`config.mk`:
```
export PLATFORM = sky130hd
export DESIGN_NAME = imem_loader
export DESIGN_NICKNAME = d
export VERILOG_FILES = /design/src/rtl/imem_loader_pkg.sv /design/src/rtl/imem_loader_byte_packer.sv /design/src/rtl/imem_loader.sv
export SDC_FILE = /design/constraint.sdc
export NUM_CORES = 1
export LEC_CHECK = 0
export ABC_CLOCK_PERIOD_IN_PS = 6810
export BUFFER_PORTS_ARGS = -buffer_cell sky130_fd_sc_hd__buf_2
export CELL_PAD_IN_SITES_DETAIL_PLACEMENT = 0
export CELL_PAD_IN_SITES_GLOBAL_PLACEMENT = 1
export CORE_MARGIN = 4
export CORE_UTILIZATION = 47
export DETAILED_ROUTE_END_ITERATION = 10
export GPL_TIMING_DRIVEN = 0
export PLACE_DENSITY = 0.94
export SLEW_MARGIN = 25
export SYNTH_ARGS = -nofsm -noshare
export SYNTH_HDL_FRONTEND = slang
export SYNTH_SLANG_ARGS = --single-unit
```
`constraint.sdc`:
```
create_clock -name clk -period 6.81 [get_ports clk]
set_input_delay 0.681 -clock clk [delete_from_list [all_inputs] [get_ports clk]]
set_output_delay 0.681 -clock clk [all_outputs]
set_load 0.01 [all_outputs]
```
`src/rtl/imem_loader_pkg.sv`:
```
// imem_loader_pkg: shared loader state encoding and header framing constants.
package imem_loader_pkg;
  typedef enum logic [2:0] {IDLE, HDR, DATA, WRITE, DONE, ERR} loader_state_t;
  localparam int HDR_BYTES = 4;
endpackage

```
`src/rtl/imem_loader_byte_packer.sv`:
```
// byte_packer: little-endian 4-byte assembler shared by header and data words.
module byte_packer
  import imem_loader_pkg::*;
(
  input  logic        clk,
  input  logic        rst,
  input  logic        clr,
  input  logic        en,
  input  logic [7:0]  din,
  output logic [31:0] word,
  output logic        full
);
  logic [1:0]  cnt_q, cnt_d;
  logic [31:0] word_q;
  // word exposes the value including the byte accepted this cycle
  always_comb begin
    word  = word_q;
    cnt_d = cnt_q;
    if (clr) begin
      word  = '0;
      cnt_d = '0;
    end else if (en) begin
      word[{cnt_q, 3'b000} +: 8] = din;
      cnt_d = cnt_q + 2'd1;
    end
  end
  assign full = en && !clr && cnt_q == 2'(HDR_BYTES - 1);
  always_ff @(posedge clk or negedge rst) begin
    if (!rst) begin
      cnt_q  <= '0;
      word_q <= '0;
    end else begin
      cnt_q  <= cnt_d;
      word_q <= word;
    end
  end
endmodule

```
`src/rtl/imem_loader.sv`:
```
// imem_loader: streams a length-prefixed program into instruction memory and
// holds the core in reset until the load completes.
module imem_loader
  import imem_loader_pkg::*;
#(
  parameter int          DEPTH     = 1024,
  parameter logic [31:0] BASE_ADDR = 32'h0000_0000
) (
  input  logic        clk,
  input  logic        rst,
  input  logic        start,
  input  logic        in_valid,
  input  logic [7:0]  in_data,
  output logic        in_ready,
  output logic        we,
  output logic [31:0] waddr,
  output logic [31:0] wdata,
  output logic        core_rst,
  output logic        busy,
  output logic        done,
  output logic        err
);
  localparam int IW = $clog2(DEPTH) + 1;
  loader_state_t state_q, state_d;
  logic [31:0]   n_q, n_d, waddr_q, waddr_d, wdata_q, wdata_d, word;
  logic [IW-1:0] idx_q, idx_d;
  logic          clr, accept, full;
  byte_packer u_packer (
    .clk  (clk),
    .rst  (rst),
    .clr  (clr),
    .en   (accept),
    .din  (in_data),
    .word (word),
    .full (full)
  );
  assign in_ready = state_q == HDR || state_q == DATA;
  assign accept   = in_ready && in_valid;
  assign clr      = start && (state_q == IDLE || state_q == DONE || state_q == ERR);
  assign we       = state_q == WRITE;
  assign busy     = in_ready || we;
  assign done     = state_q == DONE;
  assign err      = state_q == ERR;
  assign core_rst = done;
  assign waddr    = waddr_q;
  assign wdata    = wdata_q;
  always_comb begin
    state_d = state_q;
    n_d     = n_q;
    idx_d   = idx_q;
    waddr_d = waddr_q;
    wdata_d = wdata_q;
    case (state_q)
      IDLE, DONE, ERR: if (start) begin
        state_d = HDR;
        n_d     = '0;
        idx_d   = '0;
      end
      HDR: if (full) begin
        n_d     = word;
        state_d = word > 32'(DEPTH) ? ERR : word == '0 ? DONE : DATA;
      end
      DATA: if (full) begin
        state_d = WRITE;
        waddr_d = BASE_ADDR + (32'(idx_q) << 2);
        wdata_d = word;
      end
      WRITE: begin
        idx_d   = idx_q + IW'(1);
        state_d = 32'(idx_q) + 32'd1 == n_q ? DONE : DATA;
      end
      default: state_d = IDLE;
    endcase
  end
  always_ff @(posedge clk or negedge rst) begin
    if (!rst) begin
      state_q <= IDLE;
      n_q     <= '0;
      idx_q   <= '0;
      waddr_q <= '0;
      wdata_q <= '0;
    end else begin
      state_q <= state_d;
      n_q     <= n_d;
      idx_q   <= idx_d;
      waddr_q <= waddr_d;
      wdata_q <= wdata_d;
    end
  end
endmodule

```
# Word level (Yosys, flattened, before mapping)
# Index checks and enable logic that the tools add are counted.
[totals]
regBits = 123
out_inout_bits = 70
[op_classes]
add_sub_neg = 4
magnitude_cmp = 1
eq_ne = 10
n_shift = 2
muxes = 17
n_reduce_logical = 19
[ops]
columns = ["op", "count"]
rows = [
  ["2-to-1 mux 32 bit", 4],
  ["case mux 32 bit (2 select lines)", 1],
  ["bitwise mux 32 bit", 1],
  ["equality test 12 x 32 -> 1 bit", 1],
  ["> comparator 32 x 11 -> 1 bit (second input constant)", 1],
  ["zero test 32 bit", 1],
  ["variable shift 8 x 7 -> 32 bit (first input constant)", 1],
  ["indexed part select 8 x 7 -> 32 bit", 1],
  ["case mux 11 bit (2 select lines)", 1],
  ["2-to-1 mux 3 bit", 6],
  ["adder 11 x 1 -> 12 bit (second input constant)", 1],
  ["case mux 3 bit (4 select lines)", 1],
  ["adder 11 x 1 -> 11 bit (second input constant)", 1],
  ["2-to-1 mux 11 bit", 1],
  ["negation 5 -> 7 bit", 1],
  ["equality test 3 x 2 -> 1 bit (second input constant)", 2],
  ["equality test 3 bit (second input constant)", 2],
  ["inequality test 2 bit (second input constant)", 3],
  ["AND reduction 3 bit", 2],
  ["nonzero test 2 bit", 3],
  ["logical AND 1 bit", 4],
  ["logical OR 1 bit", 4],
  ["2-to-1 mux 2 bit", 2],
  ["AND reduction 2 bit", 2],
  ["other kinds (6)", 6],
]

# Logic depth before layout (Yosys ltp)
# Gate-level depths: netlist of the first run.
[logic_depth]
depth_word = 10
depth_mapped = 11

# Hierarchy
# From an unflattened synthesis of the first run, not the netlist that was laid out.
[unflattened]
cells_unflattened = 571
hier_area_um2 = 5809.3
[by_module_without_submodules]
columns = ["mod", "n_inst", "cells_each", "area_each_um2", "seq_area_each_um2"]
rows = [
  ["imem_loader", 1, 424, 4280.4, 2227.1],
  ["byte_packer", 1, 147, 1529.0, 850.8],
]

# Worst setup path after synthesis of the first run
# OpenSTA, ideal clock, no wires.
[synth_path]
path_type = "register -> register"
from = "reg u_packer.cnt_q[0]"
to = "reg state_q[1]"
arrival_time_ps = 2661
slack_ps = 4074
path_stages_with_launch = 12
n_path_buf = 2
cell_sequence = "dfrtp_1 buf_6 inv_1 ha_1 and3b_1 clkbuf_2 and2_1 mux2i_2 o2111ai_1 or4_4 or3b_1 a21oi_2"
[synth_via]
elab_chain_len = 10
elab_cells_between_ends = 17
[synth_rtl]
columns = ["item", "line_no", "source"]
rows = [
  ["start: declaration", "imem_loader_byte_packer.sv:13", "logic [1:0] cnt_q, cnt_d;"],
  ["start signal: assignment", "imem_loader_byte_packer.sv:33", "cnt_q <= cnt_d;"],
  ["branches (longest 10 deep; another with > comparator 32 x 11 -> 1 bit)", "--", ""],
  ["end signal: assignment", "imem_loader.sv:83", "state_q <= state_d;"],
  ["end: declaration", "imem_loader.sv:24", "loader_state_t state_q, state_d;"],
]
# Parallel ways; which one is timed is not known. The select of a mux whose other input is x is not followed.
# A chain may end at the register's enable or synchronous reset.

# Worst setup path after layout of the first run
[layout_path]
from = "reg state_q[0]"
to = "out we"
[layout_via]
elab_chain_len = 1
[layout_rtl]
columns = ["item", "line_no", "source"]
rows = [
  ["equality test 3 x 2 -> 1 bit", "imem_loader.sv:40", "assign we = state_q == WRITE;"],
  ["end: declaration", "imem_loader.sv:15", "output logic we,"],
]
# Every way passes these cells.

==> results of run 1 <==
[cells in the final DEF, fill, tap and decap left out, drive strengths merged, types with 6 or more instances in the layout]
master	n
a21oi	21
a21boi	8
clkbuf	48
conb	21
nor4	9
xnor2	9
dfrtp	123
nor3	6
ha	6
xor2	10
and2	7
o21ai	59
nor2	48
a211oi	6
nand3	50
and3	14
nand2	137
mux2i	7
inv	9
clkinv	7
nand4	6
buf	91
[power by group]
part	switching [mW]	leakage, nW	internal (mW)
Combinational	0.596	1.61	0.354
Sequential	0.0987	1.70	0.892
Clock	0.304	0.269	0.513
Total	0.999	3.58	1.76
[cell families (layout without fill, tap and decap cells)]
kind of cell	after synthesis	count (layout)
buf+inv	65	157
fa+ha+maj	6	6
xor+xnor	19	19
simple gates	302	302
mux	7	7
other cells	1	21
flops	123	123
compound gates	111	111
[state kept, by name (all words and copies together) (netlist names)]
register / cells
n_q: 32
u_packer.cnt_q: 2
idx_q: 11
wdata: 32
state_q: 3
waddr: 11
u_packer.word_q: 32
[area by class of cell]
cell class / instances / area [um2]
buffer: 56 / 318
clock buffer: 22 / 464
clock inverter: 9 / 72.6
fill: 1067 / 5110
inverter: 9 / 33.8
multi-input combinational: 466 / 2490
sequential: 123 / 3080
tap: 168 / 210
timing repair buffer: 61 / 338
[worst register-to-register path, delay by kind of cell (launching register included)]
kind / cells / cell delay, ns
adders and majority gates: 1 / 0.36
AOI/OAI and AO/OA: 2 / 0.30
DFF: 1 / 0.39
muxes: 1 / 0.27
buffers and inverters: 3 / 0.37
and+or+nand+nor: 4 / 1.31
[path summary, 6_finish.rpt]
| kind | startpoint | to | slack [ns] | cells past startpoint |
|---|---|---|---|---|
| max | state_q[0] | we | 3.49 | 6 |
| min | rst | wdata[9] | 0.16 | 1 |
| max reg2reg | u_packer.cnt_q[0] | state_q[1] | 3.74 | 11 |
| min reg2reg | waddr[9] | waddr[9] | 0.47 | 2 |
| max in group asynchronous | rst | wdata[20] | 5.95 | 2 |
| min in group clk | waddr[9] | waddr[9] | 0.47 | 2 |
[per-stage QoR]
step / hold slack (ns) / utilization / std cells / instance area [um2]
2_1_floorplan: 0.385 / - / 654 / 5920
3_3_place_gp: 0.455 / 0.531 / 882 / 6430
3_5_place_dp: 0.460 / 0.534 / 883 / 6460
4_1_cts: 0.165 / 0.578 / 914 / 7000
5_1_grt: 0.170 / 0.578 / 914 / 7010
6_report: 0.162 / 0.578 / 914 / 7010
[per-layer routing]
| layer | GRT usage | wire, um | vias up |
|---|---|---|---|
| li1 | - | - | 2327 |
| met1 | 0.291 | 6460 | 2405 |
| met5 | 0 | 0 | - |
| met2 | 0.361 | 7490 | 193 |
| met3 | 0.0551 | 977 | 27 |
| met4 | 0.0752 | 294 | 0 |
==> out/qor.txt, run 1 <==
status: completed
clock skew: 0.00745 ns
postcts setup bufs: 0
crit path kind: flip-flop to primary output
most numerous cell in the Yosys netlist: nand2_1
Tightest Pin Transition: 0.962 ns
initial antenna violation count: 0
maxcap violations: 0
Die Width: 119 um
I/O Buffers: 60
crit path max-delay cell type: dfrtp_1
Primary FF master, synth: dfrtp_1
Routed Antenna Nets: 0
Adder-Cell Fraction of Synth Area: 0.0129
core area: 12,100 um2
post-cts sizing count: 0
register area share after synthesis: 0.527
total power: 2.76 mW
minimum clock period: 3.32 ns
xor/xnor cell area share of the yosys netlist: 0.0311
synthesized area per cell: 9.21 um2
synth cell count leaders: nand2_1, dfrtp_1, o21ai_0, nand3_1, nor2_1
Setup-failing EPs final: 0
first-pass GRT wire length: 24,800 um
DRT Wirelength: 15,200 um
clock latency on the worst-skew pair: 0.41 ns
Tcrit/Tclk final: 0.487
post-synthesis mux area share: 0.0126
largest family of logic cells by synthesized area: simple AND/OR/NAND/NOR gates
worst vdd ir: 0.179 mV
count of cell types in the netlist: 62
Cells after Synth: 634
vias in the first global route: 4,859
Root Driver: clkbuf_16
simple-gate share of the synthesized area: 0.244
antenna cells: 0
CTS Buffer Depth: 2
Area growth syn-to-layout: 19.9%
Cell Chain, Critical Path: clkbuf_1, nor2b_1, nand2_1, inv_1, clkbuf_1, buf_2
H-tree levels: 4
clock buffer count from CTS: 17
clock transition at the registers of the reported paths: 0.05 ns
Synth async-reset ratio: 1.00
post-synth top area share: 0.527
CP arrival: 2.64 ns
total congestion overflow: 0
min setup slack post-route: 3.49 ns
layout cells sized above 1: 0.176
FMAX: 301 MHz
max-slew violation count: 0
die area: 14,300 um2
nets@finish: 752
CP max stage delay: 0.44 ns
relative slew slack: 0.357
Vias: 4,952
top cells by area, synth: dfrtp_1, nand2_1, o21ai_0
largest net degree at the start of global routing: 82
Crit. End Element: primary output
most used cell, CP: clkbuf_1
Ys Warns: 0
unrepaired setup endpoints after global routing: false
post-synth top area cell: dfrtp_1
num rows: 40
number of synthesized flops with an enable pin: 0
CTS sink cnt: 123
hold buffer count at CTS: 0
Critical Path RT: 6.13 ns
pre-CTS WS: 3.78 ns
GR Util All Layers: 0.222
Crit path max-delay family: buffers and inverters
Compound-Gate Fraction of Synth Area: 0.112
FF+latch count, synth: 123
final hold vios: 0
residual DRC count: 0
DRT iter0 DRCs: 408
Initial Utilization: 0.482
CP Max Fanout: 10
Leak: 3.58 nW
io pins: 82
post-synthesis cell area: 5840 um2
PD cells: 394 nW/um2
dpl hpwl: 10,900 um
first-pass iteration count of the detailed router: 5
drt wl/cell: 16.7 um
RePlAce Congestion: 0.891
vias per inst: 5.42
final setup TNS: 0 ns
startpoint class of the critical path: flip-flop
die height: 119 um
Buf+Inv Stages, Crit Path: 4
worst min path class: input port to asynchronous set/reset pin
CTS tree: yes
(Power assumes the default switching activity.)
==> run 2, diff against run 1 <==
Settings changed: ABC_CLOCK_PERIOD_IN_PS 6810 to 3090, CORE_UTILIZATION 47 to 44, PLACE_DENSITY 0.94 to 0.89.
Clock period 6.81 ns to 3.09 ns, I/O delays scaled along.
==> out/qor.txt, run 2 (synthesis gave the netlist of run 1 again) <==
maxcap violations: 0 (unchanged)
status: completed
worst vdd ir: 0.426 mV (+140%)
I/O Buffers: 60 (unchanged)
antenna cells: 0 (unchanged)
Root Driver: clkbuf_16
GR Util All Layers: 0.214 (-0.00777)
Multi-input gate area: 2540 um2 (+1.9%)
Leak: 3.60 nW (+0.56%)
utilization after layout: 0.553 (-0.0249)
residual DRC count: 0 (unchanged)
first-pass GRT wire length: 24,900 um (+0.45%)
clock buffer count from CTS: 17 (unchanged)
final hold vios: 0 (unchanged)
CTS Buffer Depth: 2 (unchanged)
fill count: 1,187 (+11%)
postcts setup bufs: 0 (unchanged)
minimum clock period: 2.99 ns
vias in the first global route: 4,832 (-0.56%)
total congestion overflow: 0 (unchanged)
nets@finish: 752 (unchanged)
CTS sink cnt: 123 (unchanged)
DRT Wirelength: 15,200 um (-0.35%)
Crit. End Element: flip-flop
crit path max-delay cell type: or4_4
num rows: 41 (+2.5%)
clock transition at the registers of the reported paths: 0.05 ns (about the same)
hold_ws: 0.254 ns (+0.0919 ns)
worst min path class: input port to flip-flop
Cell Chain, Critical Path: buf_6, inv_1, ha_2, and3b_1, clkbuf_2, and2_1, mux2i_2, nand3_1, or4_4, or3b_1, a21oi_2
io pins: 82 (unchanged)
most common cell after layout, fill and taps aside: nand2_1
CP arrival: 3.33 ns (+0.69 ns)
startpoint class of the critical path: flip-flop
Area growth syn-to-layout: 21.5%
largest net degree at the start of global routing: 66 (-20%)
Crit path max-delay family: simple AND/OR/NAND/NOR gates
Post-Place Cells: 887 (+0.45%)
most frequent cells in the layout: nand2_1, dfrtp_1, buf_2
first-pass iteration count of the detailed router: 5 (unchanged)
Tcrit/Tclk final: 0.967
Routed Antenna Nets: 0 (unchanged)
initial antenna violation count: 0 (unchanged)
relative slew slack: 0.385 (+0.0275)
Register Area: 3080 um2 (unchanged)
Setup-failing EPs final: 0 (unchanged)
PD cells: 882 nW/um2 (+120%)
vias per inst: 5.40 (-0.29%)
fin cells: 918 (+0.44%)
layout cells sized above 1: 0.184 (+0.00804)
clock skew: 0.00552 ns (-0.00193 ns)
max-slew violation count: 0 (unchanged)
Buf+Inv Stages, Crit Path: 3 (-1)
Die Width: 123 um (+3.1%)
clock latency on the worst-skew pair: 0.42 ns (about the same)
Critical Path RT: 3.43 ns (-2.70 ns)
crit path kind: flip-flop to flip-flop
Vias: 4,959 (+0.14%)
CP Max Fanout: 8 (-2)
DRT iter0 DRCs: 347 (-15%)
dpl hpwl: 10,900 um (+0.68%)
die height: 123 um (+3.1%)
RePlAce Congestion: 0.894 (+0.34%)
die area: 15,200 um2 (+6.4%)
core area: 12,800 um2 (+5.9%)
H-tree levels: 4 (unchanged)
Tightest Pin Transition: 0.921 ns (-0.0411 ns)
CP max stage delay: 0.46 ns (+0.02 ns)
CTS tree: yes
FMAX: 335 MHz
drt wl/cell: 16.5 um (-0.78%)
Initial Utilization: 0.455 (-0.0268)
==> run 2: worst paths after layout <==
| check | startpoint | endpoint | slack, ns | cells past startpoint |
|---|---|---|---|---|
| setup / recovery | u_packer.cnt_q[0] | state_q[1] | 0.10 | 11 |
| hold / removal | start | state_q[2] | 0.25 | 4 |
| setup reg to reg | u_packer.cnt_q[0] | state_q[1] | 0.10 | 11 |
| hold reg to reg | waddr[10] | waddr[10] | 0.47 | 2 |
| max in group asynchronous | rst | n_q[1] | 2.01 | 3 |
| min in group asynchronous | rst | u_packer.cnt_q[0] | 0.42 | 2 |
==> run 2: timing repair <==
| item | 4_1_cts | 5_1_grt |
|---|---|---|
| hold endpoints to repair | 58 | 0 |
| resized for setup | 0 | 7 |
| hold buffers | 1 | 0 |
| setup endpoints to repair | 0 | 23 |
==> run 2: final cells by class <==
cell class | count | area share
sequential | 123 | 0.434
multi-input combinational | 466 | 0.358
clock buffer | 23 | 0.0673
timing repair buffer | 62 | 0.0490
buffer | 55 | 0.0442
tap | 172 | 0.0303
clock inverter | 8 | 0.0130
inverter | 9 | 0.00476
==> run 2: metal layers <==
layer  global-route usage  part of all wire  vias up
met5                    0                 0        -
met4               0.0900             0.029        0
met3               0.0503             0.066       49
met2                0.337              0.48      172
met1                0.286              0.43     2410
li1                     -                 -     2328
==> run 2: report_power, final <==
group          internal [mW]  total, mW  leakage [nW]  switching [mW]
sequential              1.97       2.19          1.70           0.219
clock                   1.24       1.92         0.283           0.680
combinational          0.812       2.16          1.62            1.35
==> run 2: stage by stage <==
step | setup TNS (ns) | instance area (um2) | worst slack, ns | power (mW)
6_report | 0 | 7100 | 0.101 | 6.26
5_1_grt | -0.0139 | 7100 | -0.0139 | 6.64
4_1_cts | 0 | 7050 | 0.0411 | 6.20
3_5_place_dp | 0 | 6470 | 0.0801 | 4.27
3_3_place_gp | 0 | 6430 | 0.111 | 4.19
2_1_floorplan | 0 | 5920 | 0.354 | 3.59
==> run 2: worst register-to-register path: stages (launching register included) <==
cell and delay (ns):
dfrtp_1 0.40, buf_6 0.15, inv_1 0.15, ha_2 0.25, and3b_1 0.18, clkbuf_2 0.16, and2_1 0.20, mux2i_2 0.31
nand3_1 0.12, or4_4 0.46, or3b_1 0.41, a21oi_2 0.13
==> run 3, diff against run 2 <==
Settings changed: ABC_CLOCK_PERIOD_IN_PS 3090 to 2510, CORE_UTILIZATION 44 to 40, PLACE_DENSITY 0.89 to 0.86.
Clock period 3.09 ns to 2.51 ns, I/O delays scaled along.
==> out/qor.txt, run 3 (synthesis gave the netlist of run 1 again) <==
Crit path max-delay family: simple AND/OR/NAND/NOR gates
I/O Buffers: 60 (unchanged)
residual DRC count: 0 (unchanged)
DRT Wirelength: 16,300 um (+7.3%)
clock latency on the worst-skew pair: 0.42 ns (about the same)
relative slew slack: 0.623 (+0.238)
final setup TNS: -0.294 ns (-0.294 ns)
startpoint class of the critical path: flip-flop
Leak: 3.78 nW (+5.1%)
Vias: 5,041 (+1.7%)
fill count: 1,278 (+7.7%)
dpl hpwl: 11,200 um (+2.5%)
Crit. End Element: flip-flop
RePlAce Congestion: 0.883 (-1.2%)
utilization after layout: 0.530 (-0.0234)
largest net degree at the start of global routing: 69 (+4.5%)
total power: 8.32 mW (+33%)
Critical Path RT: 2.86 ns (-0.57 ns)
DRT iter0 DRCs: 448 (+29%)
Tightest Pin Transition: 0.565 ns (-0.356 ns)
status: complete, but fails checks
reg2reg path depth: 10 (-1)
WP depth: 10 (-1)
initial antenna violation count: 0 (unchanged)
CTS sink cnt: 123 (unchanged)
die height: 129 um (+4.6%)
drt wl/cell: 17.1 um (+3.7%)
FMAX: 367 MHz (+9.8%)
io pins: 82 (unchanged)
antenna cells: 0 (unchanged)
worst vdd ir: 0.564 mV (+33%)
worst min path class: input port to flip-flop
routing usage on met2: 0.329 (-0.00811)
Top Usage Layer GRT: met2
Tcrit/Tclk final: 1.08 (+0.117)
final hold vios: 0 (unchanged)
clock buffer count from CTS: 17 (unchanged)
H-tree levels: 4 (unchanged)
unrepaired setup endpoints after global routing: true
clock skew: 0.00728 ns (+0.00176 ns)
Buf+Inv Stages, Crit Path: 2 (-1)
PD cells: 1110 nW/um2 (+26%)
crit path kind: flip-flop to flip-flop
met3 Track Usage GR: 0.0457 (-0.00466)
die area: 16,600 um2 (+9.3%)
violated checks: negative setup slack
CP max stage delay: 0.59 ns (+0.13 ns)
CTS tree: yes
CP Max Fanout: 8 (unchanged)
Setup-failing EPs final: 2 (+2)
Root Driver: clkbuf_16
Area growth syn-to-layout: 27.9%
crit path max-delay cell type: or4_4
nets@finish: 775 (+3.1%)
vias per inst: 5.31 (-1.8%)
DP Area: 6510 um2 (+0.70%)
most common cell after layout, fill and taps aside: nand2_1
Die Width: 129 um (+4.6%)
met1 usage: 0.273 (-0.0123)
Initial Utilization: 0.414 (-0.0411)
first-pass iteration count of the detailed router: 5 (unchanged)
hold_ws: 0.184 ns (-0.0693 ns)
min setup slack post-route: -0.212 ns (-0.313 ns)
clock transition at the registers of the reported paths: 0.05 ns (about the same)
minimum clock period: 2.72 ns (-0.267 ns)
Worst Hold Depth: 4 (unchanged)
total congestion overflow: 0 (unchanged)
most frequent cells in the layout: nand2_1, dfrtp_1, buf_2
Routed Antenna Nets: 0 (unchanged)
CTS Buffer Depth: 2 (unchanged)
Cell Chain, Critical Path: buf_6, inv_4, ha_4, and3b_2, and2_4, mux2i_4, o2111ai_2, or4_4, or3b_1, a21oi_2
layout cells sized above 1: 0.252 (+0.0683)
first-pass GRT wire length: 26,000 um (+4.6%)
CP arrival: 3.07 ns (-0.26 ns)
core area: 14,100 um2 (+9.9%)
final instance area: 7470 um2 (+5.3%)
max-slew violation count: 0 (unchanged)
maxcap violations: 0 (unchanged)
vias in the first global route: 4,895 (+1.3%)
GR Util All Layers: 0.203 (-0.0110)
num rows: 43 (+4.9%)
==> run 3: cell types whose count changed in the layout (fill, tap and decap cells not counted), sizes merged <==
cell and delta:
buf +23, clkbuf -4, clkinv +3, clkinvlp +1
inv +1
==> run 3: cell type report <==
cell class	instances	area (um2)	share of cell area
Multi-Input combinational cell	466	2700	0.361
Clock buffer	19	443	0.0593
Clock inverter	13	124	0.0166
Sequential cell	123	3080	0.412
Tap cell	180	225	0.0301
Inverter	9	36.3	0.00486
Timing Repair Buffer	86	544	0.0728
Buffer	54	322	0.0430
==> run 3: what timing repair did <==
item	4_1_cts	5_1_grt
cloned	0	0
setup endpoints to repair	68	94
gates resized for setup	29	28
pin swaps	6	10
hold buffers	1	0
endpoints found under the hold margin	55	0
setup buffers	12	12
==> run 3: routing by layer <==
layer	up-vias	routed length, um
met4	0	401
li1	2367	-
met1	2464	6990
met5	-	0
met2	173	7960
met3	37	921
==> run 3: path summary, 6_finish.rpt <==
path / start / slack (ns) / to
max: u_packer.cnt_q[0] / -0.21 / state_q[1]
min: start / 0.18 / state_q[2]
max reg2reg: u_packer.cnt_q[0] / -0.21 / state_q[1]
min reg2reg: wdata[0] / 0.47 / wdata[0]
max in group asynchronous: rst / 1.48 / wdata[5]
min in group asynchronous: rst / 0.36 / wdata[11]
==> run 3: power by group <==
part | internal, mW | total, mW | leakage, nW | switching, mW
clock | 1.47 | 2.35 | 0.282 | 0.879
sequential | 2.43 | 2.72 | 1.70 | 0.294
combinational | 1.37 | 3.25 | 1.80 | 1.88
==> run 3: per-stage QoR <==
step	setup slack [ns]	std cells
after global routing	-0.278	950
final	-0.212	950
after CTS	-0.130	939
after detailed placement	-0.391	895
after global placement	-0.338	894
after floorplan	-0.0958	654
==> run 3: worst reg2reg max path: cells and delay by family, from the launching register on <==
family | cells | cell delay [ns]
AOI/OAI and AO/OA | 2 | 0.25
adders and majority gates | 1 | 0.23
buffers and inverters | 2 | 0.22
DFF | 1 | 0.38
muxes | 1 | 0.15
and+or+nand+nor | 4 | 1.43
